### src/rtl/execute_stage.sv
// EX stage: ALU plus EX/MEM register clocked on negedge Clk; EX_MULDIV_EN adds a 32-step shift-add multiplier.
// Latency: 1 negedge for ALU ops, MUL result on the 34th negedge after issue.
// Backpressure: Stall (combinational) holds ID/IF during a multiply; Flush beats everything.
module execute_stage #(
  parameter int DATA_W     = 32,
  parameter int REG_ADDR_W = 5
) (
  input  logic                  Clk,
  input  logic                  Rst_n,
  input  logic [DATA_W-1:0]     ReadData1,
  input  logic [DATA_W-1:0]     ReadData2,
  input  logic [DATA_W-1:0]     Immediate,
  input  logic                  ALUSrc,
  input  logic [3:0]            ALUOp,
  input  logic [1:0]            WBControl,
  input  logic [1:0]            MEMControl,
  input  logic [REG_ADDR_W-1:0] WriteReg,
  input  logic                  Flush,
  output logic [DATA_W-1:0]     Address,
  output logic [DATA_W-1:0]     Data,
  output logic [1:0]            WBControlOut,
  output logic [1:0]            MEMControlOut,
  output logic [REG_ADDR_W-1:0] WriteRegOut,
  output logic                  Zero,
  output logic                  Stall
);
  localparam logic [3:0] OP_AND = 4'b0000;
  localparam logic [3:0] OP_OR  = 4'b0001;
  localparam logic [3:0] OP_ADD = 4'b0010;
  localparam logic [3:0] OP_XOR = 4'b0011;
  localparam logic [3:0] OP_SUB = 4'b0110;
  localparam logic [3:0] OP_SLT = 4'b0111;
  localparam logic [3:0] OP_NOR = 4'b1100;
  localparam logic [3:0] OP_MUL = 4'b1000;

  logic [DATA_W-1:0]     w_b;
  logic [DATA_W-1:0]     w_alu;
  logic [DATA_W-1:0]     w_res;
  logic                  w_load;
  logic [DATA_W-1:0]     r_addr;
  logic [DATA_W-1:0]     r_data;
  logic [1:0]            r_wb;
  logic [1:0]            r_mem;
  logic [REG_ADDR_W-1:0] r_wreg;
  logic                  r_zero;

  assign w_b = ALUSrc ? Immediate : ReadData2;

  // MUL falls into the default arm: it only produces a product through the iterative path.
  always_comb begin
    w_alu = '0;
    case (ALUOp)
      OP_AND:  w_alu = ReadData1 & w_b;
      OP_OR:   w_alu = ReadData1 | w_b;
      OP_ADD:  w_alu = ReadData1 + w_b;
      OP_XOR:  w_alu = ReadData1 ^ w_b;
      OP_SUB:  w_alu = ReadData1 - w_b;
      OP_SLT:  w_alu = {{(DATA_W-1){1'b0}}, ($signed(ReadData1) < $signed(w_b))};
      OP_NOR:  w_alu = ~(ReadData1 | w_b);
      default: w_alu = '0;
    endcase
  end

`ifdef EX_MULDIV_EN
  localparam int CNT_W = $clog2(DATA_W);

  typedef enum logic [1:0] {
    S_IDLE = 2'd0,
    S_BUSY = 2'd1,
    S_DONE = 2'd2
  } state_t;

  state_t            r_state;
  logic [DATA_W-1:0] r_a;
  logic [DATA_W-1:0] r_mb;
  logic [DATA_W-1:0] r_acc;
  logic [CNT_W-1:0]  r_cnt;
  logic              w_mul_op;

  assign w_mul_op = (ALUOp == OP_MUL);
  assign Stall    = Rst_n & w_mul_op & (r_state != S_DONE);
  assign w_load   = (r_state == S_DONE) || ((r_state == S_IDLE) && !w_mul_op);
  assign w_res    = (r_state == S_DONE) ? r_acc : w_alu;

  always_ff @(negedge Clk or negedge Rst_n) begin
    if (!Rst_n) begin
      r_state <= S_IDLE;
      r_a     <= '0;
      r_mb    <= '0;
      r_acc   <= '0;
      r_cnt   <= '0;
    end else if (Flush) begin
      r_state <= S_IDLE;
    end else begin
      case (r_state)
        S_IDLE: begin
          if (w_mul_op) begin
            r_a     <= ReadData1;
            r_mb    <= w_b;
            r_acc   <= '0;
            r_cnt   <= '0;
            r_state <= S_BUSY;
          end
        end
        S_BUSY: begin
          if (r_mb[r_cnt]) r_acc <= r_acc + (r_a << r_cnt);
          r_cnt <= r_cnt + 1'b1;
          if (r_cnt == CNT_W'(DATA_W-1)) r_state <= S_DONE;
        end
        S_DONE:  r_state <= S_IDLE;
        default: r_state <= S_IDLE;
      endcase
    end
  end
`else
  assign Stall  = 1'b0;
  assign w_load = 1'b1;
  assign w_res  = w_alu;
`endif

  // A bubble keeps the datapath fields and only kills the control bits.
  always_ff @(negedge Clk or negedge Rst_n) begin
    if (!Rst_n) begin
      r_addr <= '0;
      r_data <= '0;
      r_wb   <= '0;
      r_mem  <= '0;
      r_wreg <= '0;
      r_zero <= 1'b0;
    end else if (Flush || !w_load) begin
      r_wb   <= '0;
      r_mem  <= '0;
      r_zero <= 1'b0;
    end else begin
      r_addr <= w_res;
      r_data <= ReadData2;
      r_wb   <= WBControl;
      r_mem  <= MEMControl;
      r_wreg <= WriteReg;
      r_zero <= (w_res == '0);
    end
  end

  assign Address       = r_addr;
  assign Data          = r_data;
  assign WBControlOut  = r_wb;
  assign MEMControlOut = r_mem;
  assign WriteRegOut   = r_wreg;
  assign Zero          = r_zero;
endmodule

### config.mk
export PLATFORM = sky130hd
export DESIGN_NAME = execute_stage
export DESIGN_NICKNAME = d
export VERILOG_FILES = /design/src/rtl/execute_stage.sv
export SDC_FILE = /design/constraint.sdc
export NUM_CORES = 1
export LEC_CHECK = 0
export BUFFER_PORTS_ARGS = -buffer_cell sky130_fd_sc_hd__buf_2
export CAP_MARGIN = 20
export CORE_AREA = 5 5 159 161
export CTS_CLUSTER_DIAMETER = 30
export DETAILED_ROUTE_END_ITERATION = 10
export DIE_AREA = 0 0 164 166
export PLACE_DENSITY = 0.69
export SETUP_SLACK_MARGIN = 0.5
export SYNTH_ARGS = -nofsm -noshare
export SYNTH_HDL_FRONTEND = slang
export SYNTH_SLANG_ARGS = --single-unit
### constraint.sdc
create_clock -name Clk -period 0.95 [get_ports Clk]
set_clock_uncertainty 0.2 [all_clocks]
set_input_delay 0.0475 -clock Clk [delete_from_list [all_inputs] [get_ports Clk]]
set_output_delay 0.0475 -clock Clk [all_outputs]
set_load 0.03 [all_outputs]
==> results.cfg <==
[run_status]
outcome = finished, violations left
violations = hold timing, setup timing

[global_routing]
antenna_found_initial = 0
grt_use_total_pct = 34.16
grt_start_max_net_pins = 24
grt_pass1_wl_mm = 72.22
grt-ovfl-total = 0
grt_pass1_vias = 12400

[placement]
post_dp_cell_area_mm2 = 0.01431
routabilityCongestion = 1.033
dpl.cell_count = 2025
port_buffers = 186
hpwl_mm = 35.42
dp_slack_ns = -3.301

[final_layout]
mostFrequentLayoutCells = buf_4 (465), buf_2 (109), buf_6 (104), inv_1 (97), nor2_1 (90)
diodes = 0
drive_above_1_share_pct = 55.88
area_growth_pct = 86.79
final_core_util_pct = 72.92
final_cells = 2135
layout_commonest_cell = buf_4
fillCellCount = 1779
final_cell_area_mm2 = 0.01737
nets = 2023

[floorplanning]
start_util_pct = 39.04
num_io_pins = 188
die_area_mm2 = 0.02722
core.rowCount = 57
coreArea_mm2 = 0.02382
die_w_um = 164
die_h_um = 166

[yosys]
synth_top_cell_by_area = dfrtn_1
async_flop_share_pct = 100.0
synth_top_family_by_area = compound AO/OA/AOI/OAI gates
synthCells = 1153
synthAdderAreaFrac_pct = 14.16
synth-compound-area-share_pct = 28.03
ys_ff_latch = 74
synth-simple-area-share_pct = 18.68
netlist_area_mm2 = 0.009299
syn_area_per_cell_um2 = 8.065
synthFlopType = dfrtn_1
netlist.area_leader.share_pct = 19.91
synth_xor_xnor_area_share_pct = 0.8477
synth_top_cells_by_area = dfrtn_1 (20%), ha_1 (14%), mux2_2 (6.7%), a21oi_1 (4.7%), mux2i_1 (4.3%)
synthMuxAreaShare_pct = 10.97
yosysWarnings = 0
seq_area_frac_synth_pct = 19.91
synth_edf_count = 0
syn_nets = 1370
synth_cell_types = 94

[setup_path]
worstSetupPathType = primary input to register
critPathMaxFanout = 7
cp_top_family = simple AND/OR/NAND/NOR gates
cp-end-kind = register
max_stage_delay_ns = 0.47
cp.arrival_ns = 3.35
crit_required_ns = 0.67
cp_num_buf_inv = 4
worst_path_max_delay_cell = a2111o_1
startpoint_type = primary input
path_cells = buf_12, buf_12, mux2i_4, inv_2, ha_4, and2b_2, o311ai_2, and3_4, buf_4, nor3_2, nor4_2, a21oi_1, a2111o_1, nor4_4, nand4_1, nor2_1
path_common_cell = buf_12

[detailed_routing]
antenna_violating_nets_post_route = 0
dr_total_vias = 12480
post_drt_wl_per_cell_um = 23.52
drc_errors = 0
first_pass_iters = 6
drtIter0Drc = 1161
viasPerCell = 5.846
wirelength_mm = 50.23

[worst_hold_path]
hp-class = primary input to async pin

[clock_tree]
clkSlewWorstSetupHoldPaths_ns = 0.05
cts_tree = yes
cts.sinks = 74
cts_root_buffer = clkbuf_16
cts_inserted_buffers = 9
cts_buffer_depth = 2
htree_levels = 3
clock_latency_ns = 0.36

[timing]
slew_viol_final = 0
final_hold_viol_count = 74
tns_ns = -146.30
rsz0062_at_grt = true
relSlewSlack_pct = 47.02
setup_viol = 148
setup_ws_ns = -2.688
tightest_slew_ns = 0.7918
whs_ns = -0.1726

[pwr]
p_leak_nw = 8.300
power_density_mw_per_mm2 = 1196
ir_drop_uv = 869.1

[flow_run]
cap_violations = 0
[through the flow]
stage,hold slack [ns],total power [W]
final,-0.1726,0.02078
after global routing,-0.1783,0.02163
after CTS,-0.1533,0.01970
after detailed placement,0.2142,0.01383
after global placement,0.2146,0.01375
after floorplan,-0.08166,0.009160
[path summary, 6_finish.rpt]
kind,startpoint,endpoint,slack [ns],cells past startpoint
setup / recovery,ALUSrc,Zero,-2.69,16
hold / removal,Rst_n,Data[8],-0.17,2
setup reg to reg,Data[3],Data[3],-0.37,4
hold reg to reg,Address[12],Address[12],0.28,2
max in group asynchronous,Rst_n,Address[19],0.54,2
min in group Clk,WBControl[0],WBControlOut[0],0.06,2
[worst register-to-register path, cell delays in order, from the launching register on]
cell	delay [ns]
dfrtn_1	0.36
buf_4	0.14
buf_4	0.12
buf_4	0.12
mux2_4	0.24
[power by group]
part	switching [W]	internal (W)	leakage, nW	total, W
combinational	0.00654	0.00644	7.26	0.0130
sequential	0.000347	0.00359	0.894	0.00394
clock	0.00176	0.00209	0.149	0.00385
total	0.00865	0.0121	8.30	0.0208
[kinds of logic after synthesis]
logic type / count (synthesis)
compound gates: 366
fa+ha+maj: 104
other cells: 1
buf+inv: 175
simple gates: 329
mux: 95
flops: 74
xor+xnor: 9
[synthesized netlist by cell type (10+ instances only)]
| library cell | instances |
|---|---|
| clkbuf_1 | 45 |
| a211oi_1 | 12 |
| ha_1 | 102 |
| mux2_2 | 55 |
| o31ai_1 | 10 |
| o211ai_1 | 18 |
| nor4_1 | 14 |
| o21ai_0 | 40 |
| nand3_1 | 20 |
| nor3_1 | 27 |
| nor2b_1 | 20 |
| o21a_1 | 15 |
| buf_2 | 14 |
| o22ai_1 | 14 |
| mux2i_1 | 40 |
| nor2_1 | 97 |
| a221oi_1 | 23 |
| o21bai_1 | 12 |
| a221o_1 | 11 |
| a31oi_1 | 16 |
| inv_1 | 101 |
| a21o_1 | 13 |
| a21oi_1 | 87 |
| nand2b_1 | 15 |
| nand2_1 | 59 |
| dfrtn_1 | 74 |
[routing by layer]
metal	vias to the layer above	routed length [um]	global-route usage (%)
li1	5577	-	-
met1	6043	20110	44.06
met2	704	23660	55.71
met3	157	3767	5.436
met4	0	2691	15.97
met5	-	0	0
[sequential cells by signal, indices dropped and copies added (netlist names)]
| register | count |
|---|---|
| MEMControlOut | 2 |
| Address | 32 |
| WBControlOut | 2 |
| WriteRegOut | 5 |
| Zero | 1 |
| Data | 32 |
[timing repair]
| item | 4_1_cts | 5_1_grt |
|---|---|---|
| resized for setup | 350 | 80 |
| gates cloned | 7 | 0 |
| pin swaps | 66 | 39 |
| setup buffers | 56 | 31 |
| endpoints found under the hold margin | 74 | 74 |
| endpoints found under the setup margin | 210 | 155 |
[area by class of cell]
type | instances | area [um2] | area share [%]
clock buffer | 9 | 225.2 | 1.297
clock inverter | 7 | 83.83 | 0.4826
inverter | 105 | 396.6 | 2.284
multi-input combinational | 904 | 8461 | 48.71
sequential | 74 | 1852 | 10.66
tap | 324 | 405.4 | 2.334
timing repair buffer | 712 | 5946 | 34.23
No activity file was read; power rests on OpenSTA's default activity.
